==> src/rtl/rob_pkg.sv <==
// Shared reorder-buffer definitions: entry-ID sizing and instruction kinds.
package rob_pkg;

    localparam int ROB_WIDTH = 3;
    localparam int ROB_SIZE  = 2 ** ROB_WIDTH;

    // What an entry does when it reaches the head and commits
    typedef enum logic [1:0] {
        KIND_REG    = 2'd0,
        KIND_STORE  = 2'd1,
        KIND_BRANCH = 2'd2
    } kind_e;

endpackage

==> src/rtl/rob.sv <==
// Reorder buffer: in-order allocation, out-of-order writeback from the RS and
// LSB, in-order commit, and mispredict detection at commit with a full flush.
module rob
    import rob_pkg::*;
(
    input  logic                 clk_in,
    input  logic                 rst_in,
    input  logic                 rdy_in,
    output logic                 rob_full,
    output logic [ROB_WIDTH-1:0] alloc_id,
    input  logic                 dec_ready,
    input  logic [1:0]           dec_kind,
    input  logic [4:0]           dec_rd,
    input  logic [31:0]          dec_pred_pc,
    input  logic                 rs_ready,
    input  logic [ROB_WIDTH-1:0] rs_rob_id,
    input  logic [31:0]          rs_value,
    input  logic                 lsb_ready,
    input  logic [ROB_WIDTH-1:0] lsb_rob_id,
    input  logic [31:0]          lsb_value,
    input  logic [ROB_WIDTH-1:0] qry_j_id,
    output logic                 qry_j_ready,
    output logic [31:0]          qry_j_value,
    input  logic [ROB_WIDTH-1:0] qry_k_id,
    output logic                 qry_k_ready,
    output logic [31:0]          qry_k_value,
    output logic                 commit_reg,
    output logic [4:0]           commit_rd,
    output logic [31:0]          commit_value,
    output logic [ROB_WIDTH-1:0] commit_id,
    output logic                 commit_store,
    output logic                 clear,
    output logic [31:0]          redirect_pc
);

    localparam logic [ROB_WIDTH:0] FULL_CNT = (ROB_WIDTH+1)'(ROB_SIZE);

    // Per-entry state; busy/done carry reset, the payload does not need it
    logic [ROB_SIZE-1:0] busy_q, done_q;
    kind_e               kind_q  [ROB_SIZE];
    logic [4:0]          rd_q    [ROB_SIZE];
    logic [31:0]         value_q [ROB_SIZE];
    logic [31:0]         pred_q  [ROB_SIZE];

    logic [ROB_WIDTH-1:0] head_q, head_d, tail_q, tail_d;
    logic [ROB_WIDTH:0]   count_q, count_d;

    logic                 commit_reg_q, commit_store_q, clear_q;
    logic [4:0]           commit_rd_q;
    logic [31:0]          commit_value_q, redirect_q;
    logic [ROB_WIDTH-1:0] commit_id_q;

    logic commit_ok, mispredict, active, do_commit, flush, do_alloc, wb_rs, wb_lsb;

    assign rob_full     = (count_q == FULL_CNT);
    assign alloc_id     = tail_q;
    assign commit_reg   = commit_reg_q;
    assign commit_rd    = commit_rd_q;
    assign commit_value = commit_value_q;
    assign commit_id    = commit_id_q;
    assign commit_store = commit_store_q;
    assign clear        = clear_q;
    assign redirect_pc  = redirect_q;

    // Operand lookup: a broadcast in flight counts as ready, RS wins over LSB
    assign qry_j_ready = done_q[qry_j_id] || (rs_ready && rs_rob_id == qry_j_id) ||
                         (lsb_ready && lsb_rob_id == qry_j_id);
    assign qry_j_value = (rs_ready  && rs_rob_id  == qry_j_id) ? rs_value  :
                         (lsb_ready && lsb_rob_id == qry_j_id) ? lsb_value : value_q[qry_j_id];
    assign qry_k_ready = done_q[qry_k_id] || (rs_ready && rs_rob_id == qry_k_id) ||
                         (lsb_ready && lsb_rob_id == qry_k_id);
    assign qry_k_value = (rs_ready  && rs_rob_id  == qry_k_id) ? rs_value  :
                         (lsb_ready && lsb_rob_id == qry_k_id) ? lsb_value : value_q[qry_k_id];

    // Cycle control: commit decision uses registered done only (no writeback bypass),
    // and the cycle after a flush ignores all inputs while upstream clears
    always_comb begin
        commit_ok  = busy_q[head_q] && done_q[head_q];
        mispredict = (kind_q[head_q] == KIND_BRANCH) && (value_q[head_q] != pred_q[head_q]);
        active     = rdy_in && !clear_q;
        do_commit  = active && commit_ok;
        flush      = do_commit && mispredict;
        do_alloc   = active && !flush && dec_ready && !rob_full;
        wb_rs      = active && !flush && rs_ready  && busy_q[rs_rob_id];
        wb_lsb     = active && !flush && lsb_ready && busy_q[lsb_rob_id];
        head_d     = head_q;
        tail_d     = tail_q;
        count_d    = count_q;
        if (flush) begin
            head_d  = '0;
            tail_d  = '0;
            count_d = '0;
        end else begin
            if (do_commit) head_d = head_q + ROB_WIDTH'(1);
            if (do_alloc)  tail_d = tail_q + ROB_WIDTH'(1);
            count_d = count_q + (ROB_WIDTH+1)'(do_alloc) - (ROB_WIDTH+1)'(do_commit);
        end
    end

    // Pointers, entry status bits and the registered commit/flush outputs
    always_ff @(posedge clk_in or negedge rst_in) begin
        if (!rst_in) begin
            head_q         <= '0;
            tail_q         <= '0;
            count_q        <= '0;
            busy_q         <= '0;
            done_q         <= '0;
            commit_reg_q   <= 1'b0;
            commit_store_q <= 1'b0;
            clear_q        <= 1'b0;
            commit_rd_q    <= '0;
            commit_value_q <= '0;
            commit_id_q    <= '0;
            redirect_q     <= '0;
        end else if (rdy_in) begin
            head_q         <= head_d;
            tail_q         <= tail_d;
            count_q        <= count_d;
            commit_reg_q   <= 1'b0;
            commit_store_q <= 1'b0;
            clear_q        <= 1'b0;
            if (do_commit) begin
                commit_id_q <= head_q;
                case (kind_q[head_q])
                    KIND_REG: begin
                        commit_reg_q   <= 1'b1;
                        commit_rd_q    <= rd_q[head_q];
                        commit_value_q <= value_q[head_q];
                    end
                    KIND_STORE: commit_store_q <= 1'b1;
                    default: begin
                        if (mispredict) begin
                            clear_q    <= 1'b1;
                            redirect_q <= value_q[head_q];
                        end
                    end
                endcase
            end
            if (flush) begin
                busy_q <= '0;
            end else begin
                if (do_commit) busy_q[head_q] <= 1'b0;
                if (do_alloc) begin
                    busy_q[tail_q] <= 1'b1;
                    done_q[tail_q] <= 1'b0;
                end
                if (wb_lsb) done_q[lsb_rob_id] <= 1'b1;
                if (wb_rs)  done_q[rs_rob_id]  <= 1'b1;
            end
        end
    end

    // Entry payload: decode fields on allocation, results on writeback (RS last so it wins)
    always_ff @(posedge clk_in) begin
        if (do_alloc) begin
            kind_q[tail_q] <= kind_e'(dec_kind);
            rd_q[tail_q]   <= dec_rd;
            pred_q[tail_q] <= dec_pred_pc;
        end
        if (wb_lsb) value_q[lsb_rob_id] <= lsb_value;
        if (wb_rs)  value_q[rs_rob_id]  <= rs_value;
    end

endmodule

==> config.mk <==
export PLATFORM = sky130hd
export DESIGN_NAME = rob
export DESIGN_NICKNAME = d
export VERILOG_FILES = /design/src/rtl/rob_pkg.sv /design/src/rtl/rob.sv
export SDC_FILE = /design/constraint.sdc
export NUM_CORES = 1
export LEC_CHECK = 0
export CAP_MARGIN = 30
export CORE_ASPECT_RATIO = 0.9
export CORE_MARGIN = 2
export CORE_UTILIZATION = 29
export DETAILED_ROUTE_END_ITERATION = 7
export PLACE_DENSITY = 0.46
export REMOVE_ABC_BUFFERS = 1
export SYNTH_ARGS = -nofsm -noshare
export SYNTH_HDL_FRONTEND = slang
export SYNTH_SLANG_ARGS = --single-unit
==> constraint.sdc <==
create_clock -name clk_in -period 6.54 [get_ports clk_in]
set_clock_uncertainty 0.15 [all_clocks]
set_input_delay 1.635 -clock clk_in [delete_from_list [all_inputs] [get_ports clk_in]]
set_output_delay 1.635 -clock clk_in [all_outputs]
set_load 0.05 [all_outputs]
Yosys cells after proc, flatten, opt, wreduce, memory -nomap -nowiden --
Memory sizes are Yosys's and may differ from the RTL's. A register that Yosys moved wholly into a read port is not among the register bits. Index checks and enable logic that the tools add are counted.
Cells by class: eq/ne operators 8, bitwise logic cells 9, muxes and demuxes 54, $lt $le $gt $ge 10, $add $sub $neg 4, reduce and logical (&&, ||, !) cells 38
Operators by type and width (count):
- 32-bit two-way mux | 4
- 8-bit two-way mux | 12
- 32-bit inequality test | 1
- 3-bit by 4-bit less-than comparator with 1-bit output (second input constant) | 6
- 8-bit bitwise OR | 3
- 1-bit two-way mux | 23
- 1-bit logical AND | 20
- 1-bit binary-select mux with 3-bit select | 6
- 8-bit AND | 2
- 8-bit NOT | 2
- 1-bit demux with 3-bit select | 4
- 3-bit equality test | 4
- 3-bit by 1-bit >= comparator with 1-bit output (second input constant) | 4
- 3-bit two-way mux | 4
- 2-bit AND reduction | 4
- 3-bit by 1-bit adder with 3-bit output (second input constant) | 2
- 4-bit by 1-bit adder with 4-bit output | 1
- 4-bit equality test (second input constant) | 1
- 1-bit logical NOT | 4
- 1-bit logical OR | 4
- 4-bit two-way mux | 1
- 4-bit AND reduction | 1
- 2-bit nonzero test | 2
- 4-bit by 1-bit subtractor with 4-bit output | 1
- other kinds (6) | 7
Storage, ports and cells: output and inout port bits 145, RAM bits 568, logic and storage cells 138, register bits after elaboration 96, memories kept 4
Memories:
- pred_q | depth 8, width 32, read ports 1, clocked after Yosys merged registers in 0, wr ports 1, RTL line rob.sv:43 | logic [31:0] pred_q [ROB_SIZE];
- value_q | depth 8, width 32, read ports 3, clocked after Yosys merged registers in 0, wr ports 2, RTL line rob.sv:42 | logic [31:0] value_q [ROB_SIZE];
- rd_q | depth 8, width 5, read ports 1, clocked after Yosys merged registers in 1, wr ports 1, RTL line rob.sv:41 | logic [4:0] rd_q [ROB_SIZE];
- kind_q | depth 8, width 2, read ports 1, clocked after Yosys merged registers in 0, wr ports 1, RTL line rob.sv:40 | kind_e kind_q [ROB_SIZE];

Depth between registers and ports, before layout --
depth after elaboration 18, depth in mapped cells 19, mapped depth without buffers 15

Worst setup path after synthesis --
Ideal clock, no wire load.
path type in2out, from in qry_j_id[0], to out qry_j_value[25], required time 4.755 ns, arrival 4.455 ns, stages on the path 8, path slack 0.300 ns, path through clkbuf_1 -> buf_1 -> buf_1 -> mux4_2 -> mux2i_1 -> nand2_1 -> o21ai_0 -> o21ai_0
Between the ends: word-level cells in the longest chain between the ends 4, elaborated cells on any way between the ends 7, classes of those cells eq/ne: 2; mux: 2; reduce/logical: 2; memory: 1
Ends and longest elaborated chain:
- from (decl) | RTL line rob.sv:21 | input logic [ROB_WIDTH-1:0] qry_j_id,
- branches (longest 3 deep; another with memory read 8 x 32 bit)
- 32-bit two-way mux * | RTL line rob.sv:68 | assign qry_j_value = (rs_ready && rs_rob_id == qry_j_id) ? rs_value :
- to (decl) | RTL line rob.sv:23 | output logic [31:0] qry_j_value,
Mark *: on every way between the ends.

Worst setup path after layout --
from in rs_rob_id[1], to out qry_j_value[11]
Between the ends: word-level cells in the longest chain between the ends 3
Ends and longest elaborated chain:
- from (decl) | RTL line rob.sv:16 | input logic [ROB_WIDTH-1:0] rs_rob_id,
- 3-bit equality test | RTL line rob.sv:68
- 1-bit logical AND | RTL line rob.sv:68
- 32-bit two-way mux | RTL line rob.sv:68
No other way between the ends.

==> out/results.tsv <==
stage	metric	value	unit
setup_path	cp.arrival	4.00	ns
power	total_power	15.95	mW
status	outcome	finished, final reports clean	
cts	insertion_delay	0.67	ns
routing	wl	111400	um
routing	drt-initial-drc-count	1567	
synth	mappedNetlistArea	34600	um^2
routing	first_pass_iters	5	
floorplan	die_w	368.1	um
final_layout	layout_commonest_cell	edfxtp_1	
cts	clk_pin_slew_worst_paths	0.06	ns
cts	cts_resized	0	
setup_path	crit_path_end_kind	output pin	
cts	ctsRootBufferMaster	clkbuf_16	
power	seq_power_share	0.347	
synth	synth_cells	2196	
power	leakage	14.60	nW
grt	grt_start_max_net_pins	76	
final_layout	drive_gt1_frac	0.3448	
timing	fin_crit	5.787	ns
cts	cts_buffers	80	
routing	avgRoutedWirePerCell	27.22	um
cts	cts_setup_buffers	0	
synth	synth_seq_area_share	0.5659	
power	power_frac_clock	0.293	
job	drv_cap	0	
final_layout	nets	2568	
synth	syn-mean-instance-area	15.76	um^2
cts	clock-sinks	669	
final_layout	final_cell_mix	edfxtp_1 (568), mux4_2 (271), mux2_2 (229)	
final_layout	final_area	42630	um^2
power	netSwitchingFraction	0.3561	
timing	setup_viol	0	
synth	ys.flop_type	edfxtp_1	
synth	synth_cell_types	49	
final_layout	syn_to_final_growth	23.20	%
grt	grt_usage	0.1807	
floorplan	die-area	122100	um^2
grt	grt_most_used_layer	met2	
placement	place_hpwl	72960	um
floorplan	initial_utilization	0.2917	
power	irDropWorstVdd	265.7	uV
floorplan	ios	266	
synth	synth.top_cell.area_share	0.4929	
cts	hold_buffers	0	
cts	cts_buffer_depth	3	
grt	grt_pass1_vias	22180	
power	combPwrFrac	0.360	
synth	ys_warn_count	0	
routing	drc	0	
synth	async_flop_share	0.1510	
setup_path	critPathLaunchType	input port	
final_layout	largest_registers	pred_q: 256 flops, value_q: 256 flops, rd_q: 40 flops	
floorplan	core.rowCount	120	
grt	grt_pass1_wl	161300	um
timing	final_hold_viol_count	0	
routing	ant_nets	0	
timing	relSlewSlack	0.3520	
grt	grtUsageMet3	0.03978	
timing	finalCritPeriodShare	0.8849	
placement	globalplace.congestion	0.8031	
setup_path	crit_path_max_fanout	40	
worst_hold_path	hold_path_class	flip-flop to flip-flop	
timing	max_freq	0.1728	GHz
grt	antenna_found_initial	15	
power	switchingPower	5.679	mW
cts	h-tree-depth	3	
routing	via_count	20960	
setup_path	criticalPathCategory	input port to output pin	
placement	dpl_cell_area	39870	um^2
floorplan	fp.dieH	331.7	um
timing	drv_slew	0	
timing	grt_setup_unrepaired	false	
synth	yosys.area.top_type	edfxtp_1	
power	p_int	10.27	mW
synth	synthTopCellsByArea	edfxtp_1 (49%), mux4_2 (18%), mux2_2 (7.5%), dfrtp_1 (7.3%), mux2i_1 (4.0%)	
grt	use_met2	0.3026	
floorplan	fp.coreArea	118600	um^2
power	power_density	374.1	nW/um^2
grt	gr-total-overflow	0	
setup_path	cp_data_required_time	4.76	ns
final_layout	fillers	11220	
placement	io_buffers	265	
grt	grt_util_met1	0.2365	
synth	ys_ff_latch	669	
routing	vias_per_cell	5.121	
timing	worst_slew_pin_slew	0.9450	ns
synth	synth_edf_count	568	
cts	cts_tree	built	
==> power by group through the flow <==
stage | Combinational, mW | Sequential, mW | Clock, mW
2_1_floorplan | 2.84 | 6.44 | 0
3_3_place_gp | 5.78 | 5.61 | 0
3_5_place_dp | 5.82 | 5.63 | 0
4_1_cts | 5.84 | 5.55 | 4.80
5_1_grt | 6.12 | 5.60 | 4.94
6_report | 5.74 | 5.54 | 4.67
==> logic make-up after synthesis <==
| family | synth area share |
|---|---|
| xor+xnor | 0.01240 |
| mux | 0.3099 |
| compound gates | 0.03706 |
| buf+inv | 0.03435 |
| flops | 0.5659 |
| fa+ha+maj | 0.003109 |
| simple gates | 0.03728 |
==> synthesized netlist by cell type, drive strengths merged (13+ instances only) <==
| master | count |
|---|---|
| buf | 129 |
| dfrtp | 101 |
| mux4 | 278 |
| mux2 | 261 |
| clkbuf | 99 |
| nand3 | 13 |
| nand2 | 223 |
| mux2i | 139 |
| nor2 | 16 |
| inv | 21 |
| o21ai | 217 |
| edfxtp | 568 |
| xor2 | 39 |
==> stage by stage <==
stage | hold WS (ns) | utilization | TNS [ns] | cells | worst slack [ns]
after global placement | 0.3135 | 0.3361 | 0 | 3943 | 0.7068
after floorplan | 0.3377 | - | -4806.20 | 1968 | -8.796
final | 0.3340 | 0.3594 | 0 | 4092 | 0.7527
after detailed placement | 0.3239 | 0.3361 | 0 | 3943 | 0.7396
after CTS | 0.3367 | 0.3594 | 0 | 4089 | 0.7220
after global routing | 0.3569 | 0.3594 | 0 | 4089 | 0.5782
==> worst max-delay path, stage by stage <==
cell	delay, ns
clkdlybuf4s50_1	0.59
xor2_1	0.25
nor3_2	0.26
buf_12	0.25
nand2_1	0.07
o21ai_0	0.09
clkdlybuf4s50_1	0.83
==> cell type report <==
cell class | count | area (um^2) | share of cell area
diodes | 3 | 7.507 | 0.0001761
clock buffers | 110 | 2270 | 0.05324
clock inverters | 36 | 490.5 | 0.01150
inverters | 21 | 78.83 | 0.001849
multi-input cells | 1278 | 14000 | 0.3283
flip-flops and latches | 669 | 19600 | 0.4596
well taps | 1586 | 1984 | 0.04655
repair buffers | 389 | 4212 | 0.09878
==> final timing paths <==
| kind | start | to | slack (ns) | depth (start not counted) |
|---|---|---|---|---|
| setup reg to reg | head_q[0] | value_q[4][16] | 0.83 | 12 |
| setup / recovery | rs_rob_id[1] | qry_j_value[11] | 0.75 | 7 |
| max in group asynchronous | rst_in | head_q[1] | 4.16 | 2 |
| hold / removal | redirect_pc[31] | redirect_pc[31] | 0.33 | 2 |
| hold reg to reg | redirect_pc[31] | redirect_pc[31] | 0.33 | 2 |
| min in group asynchronous | rst_in | commit_rd[1] | 0.87 | 1 |
==> metal layers <==
layer | share of wire | wire length, um
met5 | 0.0011 | 124
met4 | 0.025 | 2769
met3 | 0.055 | 6071
met2 | 0.49 | 54590
met1 | 0.43 | 47840
Power figures use the tool's default switching activity.
